$ cat src/rtl/tdm_demux4_pkg.sv
// Shared definitions for the 4-way TDM receive path: slot encoding (same as
// the mux select), FSM states and the default sync-miss tolerance.
package tdm_demux4_pkg;

  localparam logic [1:0] SLOT_A = 2'b00;
  localparam logic [1:0] SLOT_B = 2'b01;
  localparam logic [1:0] SLOT_C = 2'b10;
  localparam logic [1:0] SLOT_D = 2'b11;

  localparam int MISS_MAX_DEF = 2;
  localparam int MISS_W       = 3;

  typedef enum logic {
    HUNT = 1'b0,
    LOCK = 1'b1
  } state_t;

endpackage

$ cat src/rtl/tdm_demux4_slot_ctr.sv
// 2-bit slot tracker: wraps 11->00 on inc, load jumps to slot B (the slot
// after a sync), clr returns to slot A.
module tdm_slot_ctr
  import tdm_demux4_pkg::*;
(
  input  logic       clk,
  input  logic       rst,
  input  logic       inc,
  input  logic       load,
  input  logic       clr,
  output logic [1:0] slot,
  output logic       is_last
);

  always_ff @(posedge clk or posedge rst) begin
    if (rst)       slot <= SLOT_A;
    else if (clr)  slot <= SLOT_A;
    else if (load) slot <= SLOT_B;
    else if (inc)  slot <= slot + 2'd1;
  end

  assign is_last = (slot == SLOT_D);

endmodule

$ cat src/rtl/tdm_demux4.sv
// Receive end of the 4:1 TDM link: locks to the slot-A sync, stages slots
// A..C and publishes a whole frame on the slot-D edge with a one-cycle strobe.
module tdm_demux4
  import tdm_demux4_pkg::*;
#(
  parameter int W        = 1,
  parameter int MISS_MAX = MISS_MAX_DEF
) (
  input  logic         clk,
  input  logic         rst,
  input  logic         en,
  input  logic [W-1:0] din,
  input  logic         sync,
  output logic [W-1:0] a,
  output logic [W-1:0] b,
  output logic [W-1:0] c,
  output logic [W-1:0] d,
  output logic         frame_valid,
  output logic         locked,
  output logic         sync_err,
  output logic [1:0]   slot
);

  localparam logic [MISS_W-1:0] MISS_LIM = MISS_W'(MISS_MAX);

  state_t              state, state_nx;
  logic [MISS_W-1:0]   miss, miss_nx, miss_inc;
  logic [W-1:0]        stg [3];
  logic                is_last;
  logic                ctr_inc, ctr_load, ctr_clr;
  logic                stg_we, out_we, err;
  logic [1:0]          stg_sel;

  tdm_slot_ctr u_ctr (
    .clk     (clk),
    .rst     (rst),
    .inc     (ctr_inc),
    .load    (ctr_load),
    .clr     (ctr_clr),
    .slot    (slot),
    .is_last (is_last)
  );

  always_ff @(posedge clk or posedge rst) begin
    if (rst) begin
      state <= HUNT;
      miss  <= '0;
    end else begin
      state <= state_nx;
      miss  <= miss_nx;
    end
  end

  assign miss_inc = (miss == MISS_LIM) ? miss : miss + 1'b1;

  always_comb begin
    state_nx = state;
    miss_nx  = miss;
    ctr_inc  = 1'b0;
    ctr_load = 1'b0;
    ctr_clr  = 1'b0;
    stg_we   = 1'b0;
    stg_sel  = slot;
    out_we   = 1'b0;
    err      = 1'b0;
    if (en) begin
      unique case (state)
        HUNT: begin
          if (sync) begin
            state_nx = LOCK;
            miss_nx  = '0;
            ctr_load = 1'b1;
            stg_we   = 1'b1;
            stg_sel  = SLOT_A;
          end
        end
        LOCK: begin
          // A sync anywhere but slot A realigns, even on the slot-D edge.
          if (sync && slot != SLOT_A) begin
            err      = 1'b1;
            miss_nx  = '0;
            ctr_load = 1'b1;
            stg_we   = 1'b1;
            stg_sel  = SLOT_A;
          end else if (slot == SLOT_A) begin
            if (sync) begin
              miss_nx = '0;
              stg_we  = 1'b1;
              ctr_inc = 1'b1;
            end else if (miss_inc == MISS_LIM) begin
              state_nx = HUNT;
              miss_nx  = '0;
              ctr_clr  = 1'b1;
            end else begin
              miss_nx = miss_inc;
              stg_we  = 1'b1;
              ctr_inc = 1'b1;
            end
          end else if (is_last) begin
            out_we  = 1'b1;
            ctr_inc = 1'b1;
          end else begin
            stg_we  = 1'b1;
            ctr_inc = 1'b1;
          end
        end
        default: ;
      endcase
    end
  end

  always_ff @(posedge clk or posedge rst) begin
    if (rst) begin
      for (int i = 0; i < 3; i++) stg[i] <= '0;
    end else if (stg_we) begin
      for (int i = 0; i < 3; i++)
        if (stg_sel == 2'(i)) stg[i] <= din;
    end
  end

  // Slot D goes straight from din so all four channels land on one edge.
  always_ff @(posedge clk or posedge rst) begin
    if (rst) begin
      a           <= '0;
      b           <= '0;
      c           <= '0;
      d           <= '0;
      frame_valid <= 1'b0;
      sync_err    <= 1'b0;
    end else begin
      frame_valid <= out_we;
      sync_err    <= err;
      if (out_we) begin
        a <= stg[0];
        b <= stg[1];
        c <= stg[2];
        d <= din;
      end
    end
  end

  assign locked = (state == LOCK);

endmodule

$ cat config.mk
export PLATFORM = sky130hd
export DESIGN_NAME = tdm_demux4
export DESIGN_NICKNAME = d
export VERILOG_FILES = /design/src/rtl/tdm_demux4_pkg.sv /design/src/rtl/tdm_demux4_slot_ctr.sv /design/src/rtl/tdm_demux4.sv
export SDC_FILE = /design/constraint.sdc
export NUM_CORES = 1
export LEC_CHECK = 0
export CAP_MARGIN = 5
export CORE_MARGIN = 3
export CORE_UTILIZATION = 41
export CTS_CLUSTER_SIZE = 16
export DETAILED_ROUTE_END_ITERATION = 12
export GPL_TIMING_DRIVEN = 1
export SLEW_MARGIN = 20
export SYNTH_ARGS = -nofsm -noshare
export SYNTH_HDL_FRONTEND = slang
export SYNTH_SLANG_ARGS = --single-unit
export TNS_END_PERCENT = 5
$ cat constraint.sdc
create_clock -name clk -period 5.8 [get_ports clk]
set_input_delay 1.16 -clock clk [delete_from_list [all_inputs] [get_ports clk]]
set_output_delay 1.16 -clock clk [all_outputs]
set_load 0.02 [all_outputs]
Word-level counts from Yosys, hierarchy flattened
Cells that the tools add are included.
Word-level totals
  input port bits: 5
  output and inout bits: 9
  register bits: 15
Cells by class
  bitwise gates (word level): 1
  mux-type cells: 44
  eq/ne operators: 7
  $add $sub $neg: 2
  reductions and logical operators: 9
Operators with widths (count)
  $mux 1: 27
  $mux 3: 6
  $mux 2: 6
  $eq 3x2->1 const B: 2
  $pmux 1 s2: 3
  $pmux 3 s2: 1
  $reduce_and 2->1: 3
  $eq 2x2->1 const B: 2
  $logic_not 2->1: 2
  $pmux 2 s2: 1
  $add 3x1->3 const B: 1
  $ne 3x1->1 const B: 1
  $reduce_and 3->1: 1
  $reduce_bool 3->1: 1
  $add 2x1->2 const B: 1
  $eq 2x1->1 const B: 1
  $ne 2x2->1 const B: 1
  $reduce_bool 2->1: 1
  $logic_and 1x1->1: 1
  $not 1->1: 1

Logic depth before layout (Yosys ltp)
  depth after elaboration: 12
  depth in mapped cells: 7
  gate-level depth less buffers: 6

Hierarchy
From an unflattened synthesis, not the netlist that was laid out.
Second synthesis, totals
  cell total of the unflattened synthesis: 73
  area total of the unflattened synthesis: 813.3 sq um
By module, submodules not included
  tdm_demux4: instances 1, area an instance 714.4 sq um, cells each 64
  tdm_slot_ctr: instances 1, area an instance 98.8 sq um, cells each 9

Worst setup path before layout
Ideal clock, no wire load.
  path type: input -> register
  start point: in sync
  end point: reg stg[1] in the netlist's numbering
  slack: 3.657 ns
  path buffers: 1
  required time: 5.657 ns
  cell stages on the path: 4
  library setup time: 0.143 ns
  arrival time: 2.001 ns
  cells stage by stage: clkbuf_1 nor2_1 a2111oi_0 o22ai_1
Between the ends
  word-level cells in the longest chain between the ends: 6
Ends and longest elaborated chain
  start, declared: RTL line tdm_demux4.sv:13  | input logic sync,
  $mux 1 or $logic_and 1x1->1 (tied branches): RTL line tdm_demux4.sv:86, tdm_demux4.sv:79
  $mux 1 or $mux 2 (tied branches): RTL line tdm_demux4.sv:85, tdm_demux4.sv:79
  $mux 1 or $pmux 2 s2 (tied branches): RTL line tdm_demux4.sv:79, tdm_demux4.sv:67
  $pmux 1 s2 or $mux 2 (tied branches): RTL line tdm_demux4.sv:67, tdm_demux4.sv:66
  $mux 1 or $eq 2x1->1 (tied branches): RTL line tdm_demux4.sv:66, tdm_demux4.sv:117
  $reduce_and 2->1 (no source line) (*)
  end signal, assigned by index: RTL line tdm_demux4.sv:117  | if (stg_sel == 2'(i)) stg[i] <= din;
  end, declared: RTL line tdm_demux4.sv:28  | logic [W-1:0] stg [3];
Mark *: on every way between the ends. The rest lies on a longest branch, timed or not.
A chain may end at the register's enable or synchronous reset.

Worst setup path after layout
  start point: reg u_ctr.slot[0]
  end point: out slot[0]
RTL lines
  start, declared: RTL line tdm_demux4_slot_ctr.sv:11  | output logic [1:0] slot,
  start signal, assigned: RTL line tdm_demux4_slot_ctr.sv:19  | else if (inc) slot <= slot + 2'd1;
  end, declared: RTL line tdm_demux4.sv:21  | output logic [1:0] slot
No word-level cell between the ends.

==> results.tsv <==
metric	value	unit
ctsHoldBuffers	0	
hold_violations	0	
path_buf_inv	1	
path_max_fanout	10	
fin_crit_sh	45.4	%
cellPowerDensity	410	mW/mm2
cts_buffers	3	
wl_per_cell	13.2	um
leakage	0.453	nW
synthesis.instances	87	
grt_max_degree	16	
drt.antenna.violating_nets	0	
drive_above_1_share	12.7	%
synth_cell_type_count	30	
ios	14	
drtPass1Iterations	4	
maxCapViolations	0	
yosys-top-cells-area	dfrtp_1, mux2_2, ha_1	
wirelength	1680	um
p_sw	160	uW
viasPerCell	5.51	
crit_path_top_delay_cell	clkdlybuf4s50_1	
irDropWorstVdd	0.194	mV
synth_top_flop_cell	dfrtp_1	
max_stage_delay	0.67	ns
cp_top_family	buffers and inverters	
r2r-start	miss[0]	
dr.first_iter.drc_count	21	
r2r-end	stg[1]	
die_area	0.00263	mm2
setup-tns-final	0	ns
min_period	2.63	ns
grt_pass1_vias	685	
cp.required	4.64	ns
drc	0	
insertion_delay	0.28	ns
fin_cells	127	
cts_tree	yes	
p_int	259	uW
fin_ws	3.17	ns
r2r_cells	6	
antenna_cells	0	
cts_setup_buffers	0	
critPathKind	reg -> out	
dp_cells	123	
combPwrFrac	45.5	%
rrSetupSlack	3.63	ns
die_h	51.3	um
ys_seq_area_share	44.7	%
min-delay-path-class	reg -> reg	
rsz0062_at_grt	false	
cts_resized	0	
dp_hpwl	1230	um
whs	0.509	ns
gp_congestion	0.783	
start_util	46.1	%
grt_pass1_wl	2970	um
hold_end	c	
p_clk_share	14.2	%
ys_warn_count	0	
synth_area	840	um2
pre_cts_ws	2.95	ns
async_flop_share	100	%
overflow	0	
skew	0.00154	ns
critPathLaunchType	flip-flop	
vias	700	
seq_power_share	40.3	%
synth_top_area_share	44.7	%
dieWidth	51.3	um
rows	15	
cts.sinks	15	
coreArea	0.00182	mm2
worst_pin_slew	0.589	ns
cp.arrival	1.47	ns
ys_seq_elements	15	
clkSlewWorstSetupHoldPaths	0.09	ns
min_path_cells	1	
root_buffer	clkbuf_4	
io_buffers	13	
synth_top_area_cell	dfrtp_1	
finalSetupViolations	0	
post-route-util	56.1	%
slew_headroom	60.7	%
nets	112	
syn-num-nets	96	
fillers	173	
grt.total_usage	14.9	%
outcome	complete, no violations	
slew_violations	0	
max_freq	380	MHz
syn_to_final_growth	21.6	%
end_kind	output port	
swShare	38.1	%
htree_levels	1	
holdCritStartpoint	c	
path_cells	clkdlybuf4s50_1	
syn_avg_cell_area	9.65	um2
cts_buffer_depth	2	
synth_edf_count	0	
antenna_found_initial	0	
-- logic make-up (layout without fill, tap and decap cells) --
logic type	count (synthesis)	after routing	synth area share (%)
DFF	15	15	44.7
muxes	5	5	6.71
AOI/OAI and AO/OA	25	25	21.0
buffers and inverters	12	27	5.37
and+or+nand+nor	26	26	16.2
adders and majority gates	4	4	5.96
-- registers in the layout (all words and copies together) (netlist names) --
signal and cells:
frame_valid 1, stg 3, a 1, sync_err 1, locked 1, u_ctr.slot 2
d 1, miss 3, c 1, b 1
-- cell type report --
type | count | area (um2) | share of cell area (%)
clock buffer | 3 | 22.5 | 2.21
clock inverter | 1 | 5.00 | 0.490
inverter | 10 | 37.5 | 3.68
multi-input combinational | 60 | 419 | 41.1
sequential | 15 | 375 | 36.8
tap | 25 | 31.3 | 3.06
timing repair buffer | 13 | 130 | 12.7
-- metrics by stage --
step           power, mW  instance area (um2)
2_1_floorplan      0.293                  840
3_3_place_gp       0.361                  993
3_5_place_dp       0.362                  993
4_1_cts            0.424                 1020
5_1_grt            0.454                 1020
6_report           0.419                 1020
-- worst max-delay path by stage --
stage	start	endpoint	slack, ns	cells past startpoint
5_1_grt	u_ctr.slot[0]	slot[0]	3.10	1
6_report	u_ctr.slot[0]	slot[0]	3.17	1
2_1_floorplan	sync	stg[1]	3.66	4
3_5_place_dp	en	stg[1]	2.95	5
3_3_place_gp	en	stg[1]	2.99	5
4_1_cts	u_ctr.slot[0]	slot[0]	3.15	1
-- placed cells by master (no fill, tap or decap), types with 2 or more instances in the layout --
cell,instances
a21oi_1,2
o21ai_0,6
clkbuf_4,3
nor2_1,7
o31ai_1,2
dfrtp_1,15
a2111oi_0,2
a31oi_1,2
ha_1,4
nand2_1,8
mux2_2,5
clkdlybuf4s50_1,13
nand3_1,3
inv_1,10
o22ai_1,3
-- synth_stat cells, types with 2 or more instances --
cell type	instances
inv_1	10
o31ai_1	2
dfrtp_1	15
a31oi_1	2
o21ai_0	6
a21oi_1	2
nor2_1	7
o22ai_1	3
ha_1	4
a2111oi_0	2
nand2_1	8
mux2_2	5
clkbuf_1	2
nand3_1	3
-- power by group through the flow --
stage	Clock, mW	Combinational, mW	Sequential [mW]
finish	0.0595	0.191	0.169
global route	0.0675	0.211	0.176
CTS	0.0628	0.192	0.168
detailed placement	0	0.191	0.171
global placement	0	0.190	0.170
floorplan	0	0.102	0.190
-- layer usage --
metal  wire length, um  part of all wire [%]  up-vias  global-route usage (%)
li1                  -                     -      346                       -
met1               793                    47      330                    20.4
met2               747                    45       22                    22.3
met3               127                   7.6        2                    5.83
met4                 7                  0.42        0                    3.06
met5                 0                     0        -                       0
(Power assumes the default switching activity.)
